==> config.mk <==
export PLATFORM = sky130hd
export DESIGN_NAME = id_stage_pipe
export DESIGN_NICKNAME = d
export VERILOG_FILES = /design/src/rtl/cpu_isa_pkg.sv /design/src/rtl/id_decode_comb.sv /design/src/rtl/id_stage_pipe.sv
export SDC_FILE = /design/constraint.sdc
export NUM_CORES = 1
export LEC_CHECK = 0
export ABC_CLOCK_PERIOD_IN_PS = 3100
export BUFFER_PORTS_ARGS = -buffer_cell sky130_fd_sc_hd__buf_2
export CAP_MARGIN = 40
export CORE_UTILIZATION = 50
export CTS_CLUSTER_DIAMETER = 30
export DETAILED_ROUTE_END_ITERATION = 16
export PLACE_DENSITY = 0.79
export SETUP_SLACK_MARGIN = 0.3
export SLEW_MARGIN = 20
export SYNTH_ARGS = -nofsm -noshare
export SYNTH_HDL_FRONTEND = slang
export SYNTH_SLANG_ARGS = --single-unit
==> constraint.sdc <==
create_clock -name clk -period 3.1 [get_ports clk]
set_input_delay 0.31 -clock clk [delete_from_list [all_inputs] [get_ports clk]]
set_output_delay 0.31 -clock clk [all_outputs]
set_load 0.05 [all_outputs]
==> src/rtl/cpu_isa_pkg.sv <==
// MIPS-subset ISA constants shared by decode, control and the ALU.
// Also holds the decoded control bundle type.
package cpu_isa_pkg;

    localparam logic [5:0] OP_RTYPE = 6'h00;
    localparam logic [5:0] OP_J     = 6'h02;
    localparam logic [5:0] OP_BEQ   = 6'h04;
    localparam logic [5:0] OP_BNE   = 6'h05;
    localparam logic [5:0] OP_ADDI  = 6'h08;
    localparam logic [5:0] OP_ANDI  = 6'h0C;
    localparam logic [5:0] OP_ORI   = 6'h0D;
    localparam logic [5:0] OP_LW    = 6'h23;
    localparam logic [5:0] OP_SW    = 6'h2B;

    localparam logic [5:0] FN_ADD   = 6'h20;
    localparam logic [5:0] FN_SUB   = 6'h22;
    localparam logic [5:0] FN_AND   = 6'h24;
    localparam logic [5:0] FN_OR    = 6'h25;
    localparam logic [5:0] FN_SLT   = 6'h2A;

    localparam int ALU_OP_W = 3;
    localparam logic [ALU_OP_W-1:0] ALU_OP_ADD = 3'b000;
    localparam logic [ALU_OP_W-1:0] ALU_OP_SUB = 3'b001;
    localparam logic [ALU_OP_W-1:0] ALU_OP_AND = 3'b010;
    localparam logic [ALU_OP_W-1:0] ALU_OP_OR  = 3'b011;
    localparam logic [ALU_OP_W-1:0] ALU_OP_SLT = 3'b100;
    localparam logic [ALU_OP_W-1:0] ALU_OP_BRC = 3'b110;

    typedef struct packed {
        logic                reg_write;
        logic [4:0]          wr_addr;
        logic [4:0]          rs_addr;
        logic [4:0]          rt_addr;
        logic                alu_src2;
        logic [ALU_OP_W-1:0] alu_op;
        logic                mem_read;
        logic                mem_write;
        logic                mem_to_reg;
        logic                branch;
        logic                branch_ne;
        logic                jump;
        logic                illegal;
    } ctrl_t;

endpackage

==> src/rtl/id_decode_comb.sv <==
// Purely combinational instruction decoder: instruction word -> control bundle,
// extended immediate and the register-read flags used for hazard detection.
module id_decode_comb
    import cpu_isa_pkg::*;
#(
    parameter int XLEN = 32
) (
    input  logic [31:0]     instr,
    output ctrl_t           ctrl,
    output logic [XLEN-1:0] imm,
    output logic            reads_rs,
    output logic            reads_rt
);

    logic [5:0] opcode;
    logic [5:0] funct;

    assign opcode = instr[31:26];
    assign funct  = instr[5:0];

    always_comb begin
        // NOTE: every output gets a default before the case so no path infers a latch.
        ctrl         = '0;
        ctrl.rs_addr = instr[25:21];
        ctrl.rt_addr = instr[20:16];
        ctrl.alu_op  = ALU_OP_ADD;
        ctrl.illegal = 1'b1;
        imm          = {{(XLEN-16){instr[15]}}, instr[15:0]};
        reads_rs     = 1'b1;
        reads_rt     = 1'b0;

        case (opcode)
            OP_RTYPE: begin
                reads_rt       = 1'b1;
                ctrl.illegal   = 1'b0;
                ctrl.reg_write = 1'b1;
                ctrl.wr_addr   = instr[15:11];
                case (funct)
                    FN_ADD:  ctrl.alu_op = ALU_OP_ADD;
                    FN_SUB:  ctrl.alu_op = ALU_OP_SUB;
                    FN_AND:  ctrl.alu_op = ALU_OP_AND;
                    FN_OR:   ctrl.alu_op = ALU_OP_OR;
                    FN_SLT:  ctrl.alu_op = ALU_OP_SLT;
                    default: begin
                        ctrl.illegal   = 1'b1;
                        ctrl.reg_write = 1'b0;
                        ctrl.wr_addr   = '0;
                    end
                endcase
            end
            OP_ADDI, OP_ANDI, OP_ORI, OP_LW: begin
                ctrl.illegal   = 1'b0;
                ctrl.reg_write = 1'b1;
                ctrl.wr_addr   = instr[20:16];
                ctrl.alu_src2  = 1'b1;
                if (opcode == OP_ANDI || opcode == OP_ORI) begin
                    ctrl.alu_op = (opcode == OP_ANDI) ? ALU_OP_AND : ALU_OP_OR;
                    imm         = {{(XLEN-16){1'b0}}, instr[15:0]};
                end
                if (opcode == OP_LW) begin
                    ctrl.mem_read   = 1'b1;
                    ctrl.mem_to_reg = 1'b1;
                end
            end
            OP_SW: begin
                reads_rt       = 1'b1;
                ctrl.illegal   = 1'b0;
                ctrl.alu_src2  = 1'b1;
                ctrl.mem_write = 1'b1;
            end
            OP_BEQ, OP_BNE: begin
                reads_rt       = 1'b1;
                ctrl.illegal   = 1'b0;
                ctrl.branch    = 1'b1;
                ctrl.branch_ne = (opcode == OP_BNE);
                ctrl.alu_op    = ALU_OP_BRC;
            end
            OP_J: begin
                reads_rs     = 1'b0;
                ctrl.illegal = 1'b0;
                ctrl.jump    = 1'b1;
                imm          = {{(XLEN-26){1'b0}}, instr[25:0]};
            end
            default: ;
        endcase

        // Register $0 is hardwired, so a write to it is dropped here once for all ops.
        if (ctrl.wr_addr == '0) ctrl.reg_write = 1'b0;
    end

endmodule

==> src/rtl/id_stage_pipe.sv <==
// Registered decode stage: valid/ready on both sides, single output register,
// load-use bubble insertion, flush and a saturating bubble counter.
module id_stage_pipe
    import cpu_isa_pkg::*;
#(
    parameter int XLEN        = 32,
    parameter int ALUOP_W     = 3,
    parameter int STALL_CNT_W = 16
) (
    input  logic                   clk,
    input  logic                   rst_n,
    input  logic                   flush,
    input  logic                   in_valid,
    output logic                   in_ready,
    input  logic [31:0]            in_instr,
    output logic                   out_valid,
    input  logic                   out_ready,
    output logic                   out_reg_write,
    output logic [4:0]             out_wr_addr,
    output logic [4:0]             out_rs_addr,
    output logic [4:0]             out_rt_addr,
    output logic                   out_alu_src2,
    output logic [ALUOP_W-1:0]     out_alu_op,
    output logic                   out_mem_read,
    output logic                   out_mem_write,
    output logic                   out_mem_to_reg,
    output logic                   out_branch,
    output logic                   out_branch_ne,
    output logic                   out_jump,
    output logic [XLEN-1:0]        out_imm,
    output logic                   out_illegal,
    output logic [STALL_CNT_W-1:0] stall_cnt
);

    ctrl_t           dec;
    logic [XLEN-1:0] dec_imm;
    logic            reads_rs;
    logic            reads_rt;

    id_decode_comb #(.XLEN(XLEN)) u_decode (
        .instr    (in_instr),
        .ctrl     (dec),
        .imm      (dec_imm),
        .reads_rs (reads_rs),
        .reads_rt (reads_rt)
    );

    ctrl_t           out_q;
    logic [XLEN-1:0] imm_q;
    logic            ld_vld;
    logic [4:0]      ld_dst;
    logic            can_adv;
    logic            hazard;

    assign can_adv  = !out_valid || out_ready;
    assign hazard   = in_valid && ld_vld && (ld_dst != '0) &&
                      ((reads_rs && dec.rs_addr == ld_dst) || (reads_rt && dec.rt_addr == ld_dst));
    assign in_ready = rst_n && can_adv && !hazard && !flush;

    always_ff @(posedge clk) begin
        // NOTE: state registers use non-blocking assignments so every flop samples pre-edge values.
        if (!rst_n) begin
            out_valid <= 1'b0;
            out_q     <= '0;
            imm_q     <= '0;
            ld_vld    <= 1'b0;
            ld_dst    <= '0;
            stall_cnt <= '0;
        end else if (flush) begin
            out_valid <= 1'b0;
            out_q     <= '0;
            imm_q     <= '0;
            ld_vld    <= 1'b0;
            ld_dst    <= '0;
        end else if (can_adv) begin
            if (in_valid && !hazard) begin
                out_valid <= 1'b1;
                out_q     <= dec;
                imm_q     <= dec_imm;
                ld_vld    <= dec.mem_read;
                ld_dst    <= dec.wr_addr;
            end else begin
                // Empty slot or load-use bubble: data fields hold, only the valid drops.
                out_valid <= 1'b0;
                ld_vld    <= 1'b0;
                if (hazard && !(&stall_cnt)) stall_cnt <= stall_cnt + STALL_CNT_W'(1);
            end
        end
    end

    assign out_reg_write  = out_q.reg_write;
    assign out_wr_addr    = out_q.wr_addr;
    assign out_rs_addr    = out_q.rs_addr;
    assign out_rt_addr    = out_q.rt_addr;
    assign out_alu_src2   = out_q.alu_src2;
    assign out_alu_op     = ALUOP_W'(out_q.alu_op);
    assign out_mem_read   = out_q.mem_read;
    assign out_mem_write  = out_q.mem_write;
    assign out_mem_to_reg = out_q.mem_to_reg;
    assign out_branch     = out_q.branch;
    assign out_branch_ne  = out_q.branch_ne;
    assign out_jump       = out_q.jump;
    assign out_illegal    = out_q.illegal;
    assign out_imm        = imm_q;

endmodule
# Word level (Yosys, flattened, before mapping)

Cells that the tools add are included.

Register bits after elaboration: 76
Input bits: 37
Logic and storage cells: 86

Add/subtract/negate cells: 1
Eq/ne operators: 15
Muxes and demuxes: 21
Bitwise gates (word level): 3
Reductions and logical operators: 30

Operators by type and width:

| kind                                                | number |
|---|---|
| case mux 32 bit (2 select lines)                    | 1 |
| equality test 6 bit, second input constant          | 7 |
| 2-to-1 mux 32 bit                                   | 1 |
| equality test 6 x 4 -> 1 bit, second input constant | 3 |
| adder 16 x 1 -> 16 bit, second input constant       | 1 |
| AND reduction 16 bit                                | 1 |
| equality test 6 x 3 -> 1 bit, second input constant | 2 |
| 2-to-1 mux 1 bit                                    | 12 |
| case mux 3 bit (4 select lines)                     | 1 |
| case mux 6 bit (2 select lines)                     | 1 |
| equality test 5 bit                                 | 2 |
| logical AND 1 bit                                   | 10 |
| OR reduction 5 bit                                  | 2 |
| case mux 3 bit (3 select lines)                     | 1 |
| OR reduction 4 bit                                  | 2 |
| OR reduction 8 bit                                  | 1 |
| equality test 6 x 2 -> 1 bit, second input constant | 1 |
| logical NOT 6 bit                                   | 1 |
| 2-to-1 mux 6 bit                                    | 1 |
| logical NOT 5 bit                                   | 1 |
| nonzero test 5 bit                                  | 1 |
| logical NOT 1 bit                                   | 4 |
| AND reduction 4 bit                                 | 1 |
| OR reduction 2 bit                                  | 2 |
| other kinds (6)                                     | 10 |

# Longest topological paths before layout

Gate-level depths: netlist of run 1.

Depth in word-level cells: 10
Gate-level depth with buffers: 9

# Modules after synthesis

A second synthesis of run 1 with hierarchy kept.

Cell total of the unflattened synthesis: 422
Area, all modules: 3842.4 µm²

By module, submodules not included:

| module         | times used | cells each | area each (µm²) | sequential area each (µm²) |
|---|---|---|---|---|
| id_stage_pipe  | 1          | 321        | 3160.5          | 1541.5 |
| id_decode_comb | 1          | 101        | 681.9           | 0.0 |

# Worst setup path after synthesis of run 1

OpenSTA, ideal clock, no wires.

Path kind: reg2out
Start: register ld_dst[1]
End: output in_ready
Arrival: 2.365 ns
Data required time: 2.790 ns
Slack: 0.425 ns
Stages on the path, launching flop included: 8
Path buffers: 2
Path through: dfxtp_1 -> or4_1 -> o211ai_1 -> or4_1 -> and2_1 -> buf_6 -> clkbuf_1 -> and3_1

Longest elaborated chain between the ends: 7

Ends and longest elaborated chain:

| item                             | line                | source |
|---|---|---|
| from (decl)                      | id_stage_pipe.sv:51 | `logic [4:0] ld_dst;` |
| from (signal assigned)           | id_stage_pipe.sv:81 | `ld_dst <= dec.wr_addr;` |
| equality test 5 bit              | id_stage_pipe.sv:57 | `((reads_rs && dec.rs_addr == ld_dst) \|\| (reads_rt && dec.rt_addr == ld_dst));` |
| logical AND 1 bit                | id_stage_pipe.sv:57 |  |
| logical OR 1 bit                 | id_stage_pipe.sv:57 |  |
| logical AND 1 bit *              | id_stage_pipe.sv:56 | `assign hazard = in_valid && ld_vld && (ld_dst != '0) &&` |
| logical NOT 1 bit *              | id_stage_pipe.sv:58 | `assign in_ready = rst_n && can_adv && !hazard && !flush;` |
| logical AND 1 bit * (2 in a row) | id_stage_pipe.sv:58 |  |
| to (decl)                        | id_stage_pipe.sv:14 | `output logic in_ready,` |

Mark *: on every way between the ends. The rest lies on a longest branch, timed or not.

# Worst setup path in the final report of run 1

Ends and elaborated chain as after synthesis.

==> results of run 1 <==
==> report_power, final <==
part / internal (W) / total, W / switching (W)
clock: 0.000463 / 0.000843 / 0.000381
sequential: 0.000934 / 0.000949 / 0.0000144
combinational: 0.0000849 / 0.000298 / 0.000213
total: 0.00148 / 0.00209 / 0.000609
==> final cells by class <==
type,count,share of cell area
Timing Repair Buffer,119,0.156
Multi-Input combinational cell,309,0.412
Clock inverter,7,0.0251
Sequential cell,71,0.348
Tap cell,77,0.0236
Clock buffer,9,0.0303
Inverter,6,0.00551
==> per-layer routing <==
layer | global-route usage | share of wire | up-vias
li1 | - | - | 1682
met1 | 0.334 | 0.43 | 1650
met2 | 0.417 | 0.48 | 137
met3 | 0.0507 | 0.064 | 18
met4 | 0.114 | 0.020 | 0
met5 | 0 | 0 | -
==> kinds of logic (layout without fill, tap and decap cells) <==
logic type / count (synthesis) / count (layout) / synth area share
DFF: 71 / 71 / 0.435
adders and majority gates: 1 / 1 / 0.00383
muxes: 1 / 1 / 0.00306
and+or+nand+nor: 206 / 207 / 0.305
xor gates and xnor gates: 10 / 10 / 0.0268
AOI/OAI and AO/OA: 90 / 90 / 0.167
buffers and inverters: 39 / 141 / 0.0593
==> worst register-to-register path, stage by stage, from the launching register on <==
cell and delay (ns):
dfxtp_1 0.37, or4_1 0.56, o211ai_1 0.24, a2111o_1 0.20
and3_2 0.52, buf_12 0.24, nor2_1 0.06, a211oi_1 0.20
==> cells in the mapped netlist, drive strengths merged (2+ instances only) <==
master / number
a211oi: 13
a21oi: 49
a221oi: 5
and2: 3
and3: 9
and4: 2
buf: 11
clkbuf: 22
dfxtp: 71
inv: 6
nand2: 79
nand2b: 4
nand3: 10
nand4: 6
nand4b: 2
nor2: 35
nor2b: 3
nor3: 26
nor3b: 2
nor4: 3
nor4b: 2
o21ai: 7
o31ai: 9
or3: 5
or4: 12
xnor2: 10
==> worst min-delay path by stage <==
stage	to	slack [ns]	cells after the start
finish	out_imm[8]$_SDFFE_PP0P_	0.19	3
global route	out_imm[10]$_SDFFE_PP0P_	0.18	3
CTS	out_imm[8]$_SDFFE_PP0P_	0.18	3
detailed placement	out_rt_addr[2]$_SDFFE_PP0P_	0.44	2
global placement	out_imm[5]$_SDFFE_PP0P_	0.44	2
floorplan	ld_vld$_SDFFE_PP0N_	0.43	2
==> per-stage QoR <==
| stage | total power [W] | area, µm² | hold slack (ns) | instances |
|---|---|---|---|---|
| CTS | 0.00210 | 4080 | 0.180 | 598 |
| global route | 0.00217 | 4090 | 0.181 | 598 |
| detailed placement | 0.00127 | 3840 | 0.444 | 581 |
| floorplan | 0.00117 | 3270 | 0.435 | 418 |
| global placement | 0.00126 | 3840 | 0.440 | 581 |
| finish | 0.00209 | 4090 | 0.190 | 598 |
==> placed cells by master, fill, tap and decap left out, types with 5 or more instances in the layout <==
cell type / count
or4_1: 11
o31ai_1: 9
nand3_1: 9
a21oi_1: 49
nand2_1: 79
buf_2: 112
or3_1: 5
nor3_1: 26
nor2_1: 35
nand4_1: 6
a211oi_1: 13
xnor2_1: 10
o21ai_0: 7
clkbuf_8: 9
inv_1: 6
a221oi_1: 5
and3_1: 8
dfxtp_1: 71
==> what timing repair did <==
action | in CTS | in global routing
pin swaps | 0 | 1
gates resized for setup | 2 | 2
gates cloned | 1 | 0
buffers inserted | 0 | 0
hold endpoints to repair | 0 | 0
setup endpoints to repair | 1 | 1
==> impl_metrics.ini, run 1 <==
[status]
status = finished clean

[setup_path]
required_ns = 2.79
reg2reg_depth = 7
timing.rr.end = out_reg_write$_SDFFE_PP0P_
critPathTopFamily = simple AND/OR/NAND/NOR gates
endpoint = in_ready
startpoint = ld_dst[1]$_SDFFE_PP0P_
cp_max_fo = 17
cp.buffers_inverters = 1
critical_path_class = reg2out
critPathMaxStageDelay_ns = 0.56
r2r_slack_ns = 0.62
worst-path-stages = 6
crit_slowest_cell = or4_1
crit_chain = or4_1 -> o211ai_1 -> a2111o_1 -> and2_4 -> and3_1 -> clkbuf_4
crit_path_start_kind = flop
crit_arrival_ns = 2.38
crit-reg2reg-launch = ld_dst[1]$_SDFFE_PP0P_
worst_setup_path_end_kind = output port

[timing]
drv_slew = 0
finalCriticalPeriod_ns = 2.69
setup_viol_count_final = 0
finClkSkew_ns = 0.0121
hold_viol_final = 0
fin_crit_sh = 0.868
layout_setup_ws_ns = 0.409
max_freq_mhz = 372
rsz0062_at_grt = false
finalSetupTns_ns = 0
max_slew.worst_pin.slew_ns = 0.779
slew_headroom = 0.479

[cts]
clock_latency_ns = 0.35
cts_root_buf = clkbuf_8
cts_buffers = 9
htree_num_levels = 3
cts_hold_buf = 0
cts_buffer_depth = 2
cts_sinks = 71
cts_tree = built
path_clk_slew_ns = 0.09

[synthesis]
async_flop_share = 0
ys_ff_latch = 71
yosysSeqAreaShare = 0.435
netlist.top_cell.by_area = dfxtp_1
synthCells = 418
syn_area_per_cell_um2 = 7.82
synth.area.top_cells = dfxtp_1, nand2_1, a21oi_1
netlist_area_um2 = 3270
synth_edf_count = 0
synth_top_area_frac = 0.435
yosysUniqueCellTypes = 42
synthFlopType = dfxtp_1
syn-num-nets = 456
yosys_warnings = 0

[global_routing]
grt_use_total = 0.258
grt_pass1_vias = 3087
antenna_found_initial = 0
grt_overflow_total = 0
grt_pass1_wl_um = 14600
grt_max_degree = 35

[die]
die_area_um2 = 6870
die_h_um = 82.9
initial_core_util = 0.518
coreArea_um2 = 6310
rows = 29
num_io_pins = 114
dieWidth_um = 82.9

[final_layout]
fillCellCount = 580
register_area_um2 = 1420
largest_reg_flops = 27
multi_input_area_um2 = 1680
fin_nets = 554
drive_above_1_share = 0.274
area_growth_pct = 25.0
final_core_util = 0.647
diodes = 0

[routing]
vias_per_cell = 5.83
drt_iter0_markers = 234
wl_per_cell_um = 15.1
vias = 3487
drc = 0
drt_pass1_iterations = 5
routed_wl_um = 9040
antenna_left = 0

[placed_design]
port_buffers = 113
gp_congestion = 0.813
dp_slack_ns = 0.191
hpwl_um = 6330

[job]
cap_violations = 0

[hold_path]
hold_class = in2reg
worstHoldStart = in_instr[8]

[power]
ir_drop_mv = 0.341
power.density_nw_per_um2 = 511
leakage_nw = 1.77
(Power assumes the default switching activity.)
==> run 2: changes to the inputs <==
--- a/config.mk
+++ b/config.mk
@@ -8,11 +8,14 @@
 export ABC_CLOCK_PERIOD_IN_PS = 3100
 export BUFFER_PORTS_ARGS = -buffer_cell sky130_fd_sc_hd__buf_2
 export CAP_MARGIN = 40
-export CORE_UTILIZATION = 50
+export CELL_PAD_IN_SITES_DETAIL_PLACEMENT = 1
+export CELL_PAD_IN_SITES_GLOBAL_PLACEMENT = 1
+export CORE_UTILIZATION = 35
 export CTS_CLUSTER_DIAMETER = 30
 export DETAILED_ROUTE_END_ITERATION = 16
-export PLACE_DENSITY = 0.79
+export PLACE_DENSITY = 0.78
 export SETUP_SLACK_MARGIN = 0.3
+export SKIP_CTS_REPAIR_TIMING = 1
 export SLEW_MARGIN = 20
 export SYNTH_ARGS = -nofsm -noshare
 export SYNTH_HDL_FRONTEND = slang
==> impl_metrics.ini, run 2 (same netlist as run 1, synthesis figures left out) <==
[status]
status = finished clean

[final_layout]
diodes = 0
largest_reg_flops = 27
fin_nets = 556
area_growth_pct = 25.4
final_common_cell = buf_2
layout_common_cells = buf_2, nand2_1, dfxtp_1
drive_above_1_share = 0.273
final_core_util = 0.461
fillCellCount = 1156

[timing]
finClkSkew_ns = 0.00793
finalCriticalPeriod_ns = 2.67
rsz0062_at_grt = false
setup_viol_count_final = 0
max_slew.worst_pin.slew_ns = 0.796
hold_viol_final = 0
slew_headroom = 0.467
max_freq_mhz = 374
drv_slew = 0
finalSetupTns_ns = 0
fin_crit_sh = 0.863

[die]
initial_core_util = 0.368
num_io_pins = 114
die_area_um2 = 9730
rows = 34
coreArea_um2 = 8890
dieWidth_um = 98.7
die_h_um = 98.7

[routing]
antenna_left = 0
drt_pass1_iterations = 4
vias = 3418
routed_wl_um = 10200
drt_iter0_markers = 108
drc = 0
wl_per_cell_um = 16.2
vias_per_cell = 5.42

[setup_path]
crit_path_start_kind = flop
crit_slowest_cell = or4_1
cp_max_fo = 16
worst_setup_path_end_kind = output port
critPathMaxStageDelay_ns = 0.52
required_ns = 2.79
crit_arrival_ns = 2.36
cpMostUsedCell = or4_1
critical_path_class = reg2out
crit_chain = or4_1 -> o211ai_1 -> or4_1 -> and2_4 -> and3_1 -> buf_2

[power]
power.density_nw_per_um2 = 483
ir_drop_mv = 0.250
leakage_nw = 1.77

[cts]
cts_tree = built
cts_root_buf = clkbuf_8
cts_buffer_depth = 2
clock_latency_ns = 0.34
cts_sinks = 71
cts_buffers = 9
htree_num_levels = 3
path_clk_slew_ns = 0.08

[global_routing]
grt_use_total = 0.213
grt_pass1_vias = 3321
grt_pass1_wl_um = 16600
grt_max_degree = 41
grt_overflow_total = 0
antenna_found_initial = 0

[placed_design]
hpwl_um = 7470
gp_congestion = 0.874
port_buffers = 113

[hold_path]
hold_class = in2reg

[job]
cap_violations = 0
## run 2: final timing paths
check | startpoint | to | slack, ns | depth (start not counted)
max | ld_dst[1]$_SDFFE_PP0P_ | in_ready | 0.43 | 6
max reg2reg | ld_dst[1]$_SDFFE_PP0P_ | stall_cnt[5]$_SDFFE_PN0P_ | 0.63 | 7
min reg2reg | out_rt_addr[1]$_SDFFE_PP0P_ | out_rt_addr[1]$_SDFFE_PP0P_ | 0.46 | 2
min | in_instr[10] | out_imm[10]$_SDFFE_PP0P_ | 0.20 | 3
## run 2: layout make-up
cell class	count	area [µm²]	share of cell area
clock buffers	10	128	0.0311
inverters	6	22.5	0.00549
clock inverters	6	61.3	0.0149
flip-flops and latches	71	1420	0.347
multi-input cells	308	1670	0.408
repair buffers	122	662	0.161
well taps	108	135	0.0329
## run 2: where the power goes
group          switching (W)  total, W  internal, W  leakage, nW
logic               0.000218  0.000303    0.0000852         1.09
registers          0.0000138  0.000948     0.000934        0.577
clock network       0.000361  0.000730     0.000369       0.0960
total               0.000592   0.00198      0.00139         1.77
## run 2: worst max-delay path: cells and delay by family (launching register included)
kind / cells / cell delay (ns)
flops: 1 / 0.37
buf+inv: 1 / 0.25
compound gates: 1 / 0.24
simple gates: 4 / 1.15
## run 2: routing by layer
metal / vias to the layer above / share of wire / track usage
li1: 1671 / - / -
met1: 1650 / 0.46 / 0.275
met2: 85 / 0.48 / 0.357
met3: 12 / 0.048 / 0.0433
met4: 0 / 0.014 / 0.0723
met5: - / 0 / 0
## run 2: per-stage QoR
stage	instances	power (W)	setup slack, ns	cell area, µm²	hold WS (ns)
after global placement	613	0.00127	0.235	3880	0.440
after floorplan	418	0.00117	0.425	3270	0.435
after detailed placement	614	0.00127	0.179	3900	0.448
after CTS	630	0.00200	-0.156	4090	0.190
after global routing	631	0.00207	0.307	4100	0.205
final	631	0.00198	0.426	4100	0.203
==> run 3: changes to the inputs <==
--- a/config.mk
+++ b/config.mk
@@ -5,15 +5,15 @@
 export SDC_FILE = /design/constraint.sdc
 export NUM_CORES = 1
 export LEC_CHECK = 0
-export ABC_CLOCK_PERIOD_IN_PS = 3100
+export ABC_CLOCK_PERIOD_IN_PS = 2200
 export BUFFER_PORTS_ARGS = -buffer_cell sky130_fd_sc_hd__buf_2
 export CAP_MARGIN = 40
 export CELL_PAD_IN_SITES_DETAIL_PLACEMENT = 1
 export CELL_PAD_IN_SITES_GLOBAL_PLACEMENT = 1
-export CORE_UTILIZATION = 35
+export CORE_UTILIZATION = 32
 export CTS_CLUSTER_DIAMETER = 30
 export DETAILED_ROUTE_END_ITERATION = 16
-export PLACE_DENSITY = 0.78
+export PLACE_DENSITY = 0.75
 export SETUP_SLACK_MARGIN = 0.3
 export SKIP_CTS_REPAIR_TIMING = 1
 export SLEW_MARGIN = 20
==> constraint.sdc (replaced) <==
create_clock -name clk -period 2.2 [get_ports clk]
set_input_delay 0.22 -clock clk [delete_from_list [all_inputs] [get_ports clk]]
set_output_delay 0.22 -clock clk [all_outputs]
set_load 0.05 [all_outputs]
==> impl_metrics.ini, run 3 (same netlist as run 1, synthesis figures left out) <==
[setup_path]
crit-reg2reg-launch = ld_dst[1]$_SDFFE_PP0P_
crit_arrival_ns = 2.22
startpoint = ld_dst[1]$_SDFFE_PP0P_
cp_max_fo = 3
required_ns = 1.98
crit_path_start_kind = flop
worst_setup_path_end_kind = output port
critical_path_class = reg2out

[final_layout]
layout_common_cells = buf_2, dfxtp_1, nand2_1
area_growth_pct = 52.4
register_area_um2 = 1440
largest_reg_flops = 27
fin_nets = 603
multi_input_area_um2 = 1970
drive_above_1_share = 0.440
fillCellCount = 1211
layout.cells.non_filler = 703
final_common_cell = buf_2
diodes = 0

[status]
status = complete, but fails checks
violations = negative setup slack

[global_routing]
grt_pass1_vias = 3575
antenna_found_initial = 0
grt_max_degree = 30
grt_pass1_wl_um = 17800
grt_use_total = 0.217
grt_overflow_total = 0

[placed_design]
gp_congestion = 0.860
dp_slack_ns = -0.200
numPlacedInstances = 673
port_buffers = 113
hpwl_um = 8350

[cts]
clock_latency_ns = 0.35
cts_buffers = 9
cts_sinks = 71
htree_num_levels = 3
cts_buffer_depth = 2
cts_tree = built
cts_root_buf = clkbuf_8
path_clk_slew_ns = 0.09

[die]
die_h_um = 103
coreArea_um2 = 9820
initial_core_util = 0.333
rows = 36
num_io_pins = 114
die_area_um2 = 10600
dieWidth_um = 103

[job]
cap_violations = 0

[routing]
drt_iter0_markers = 83
drc = 0
vias = 3737
routed_wl_um = 12400
antenna_left = 0
drt_pass1_iterations = 4
vias_per_cell = 5.32
wl_per_cell_um = 17.7

[timing]
finClkSkew_ns = 0.0143
finalCriticalPeriod_ns = 2.44
max_slew.worst_pin.slew_ns = 0.555
max_freq_mhz = 410
hold_viol_final = 0
drv_slew = 0
rsz0062_at_grt = true
slew_headroom = 0.626
setup_viol_count_final = 24
fin_crit_sh = 1.11
layout_setup_ws_ns = -0.239

[power]
leakage_nw = 2.17
power.density_nw_per_um2 = 608
ir_drop_mv = 0.293

[hold_path]
hold_class = in2reg
worstHoldStart = in_instr[10]
run 3: cell types whose count changed in the layout (fill, tap and decap cells not counted), moves of 6 or more:
cell	before	now
a21oi_1	49	32
a21oi_2	0	17
buf_4	6	38
nand2_1	79	63
nand2_2	0	6
nand2_4	0	10
or4_1	12	4
or4_4	0	8
run 3: worst max-delay path, stage by stage, from the launching register on:
cell	delay, ns
dfxtp_4	0.36
buf_4	0.15
xnor2_2	0.15
nand3_1	0.13
or4_4	0.55
and2_4	0.19
and3_4	0.19
buf_8	0.14
run 3: final cells by class:
| cell class | count | area share |
|---|---|---|
| Tap cell | 133 | 0.0334 |
| Timing Repair Buffer | 169 | 0.238 |
| Sequential cell | 71 | 0.289 |
| Clock inverter | 7 | 0.0158 |
| Multi-Input combinational cell | 308 | 0.395 |
| Inverter | 6 | 0.00452 |
| Clock buffer | 9 | 0.0249 |
run 3: stage by stage:
step                      area [µm²]  TNS (ns)  total power, W  hold slack, ns  utilization
after floorplan                 3390    -0.177         0.00166           0.356            -
after global placement          4250    -0.854         0.00183           0.441        0.433
after detailed placement        4250     -1.38         0.00185           0.445        0.433
after CTS                       4450     -1.61         0.00294          0.0839        0.453
after global routing            4980     -5.25         0.00315          0.0918        0.507
final                           4980     -1.65         0.00303          0.0980        0.507
run 3: final timing paths:
path / depth (start not counted) / slack (ns) / endpoint
max: 7 / -0.24 / in_ready
max reg2reg: 8 / -0.18 / stall_cnt[5]$_SDFFE_PN0P_
min reg2reg: 2 / 0.45 / out_imm[13]$_SDFFE_PP0P_
min: 3 / 0.1 / out_imm[10]$_SDFFE_PP0P_
run 3: report_power, final:
group	switching [W]	internal, W	total, W
clock network	0.000573	0.000536	0.00111
logic	0.000370	0.000218	0.000588
registers	0.0000213	0.00131	0.00133
run 3: metal layers:
layer	part of all wire	GRT usage	vias up	routed length, µm
li1	-	-	1780	-
met1	0.43	0.273	1827	5290
met2	0.50	0.370	107	6240
met3	0.050	0.0481	23	616
met4	0.022	0.0639	0	273
met5	0	0	-	0
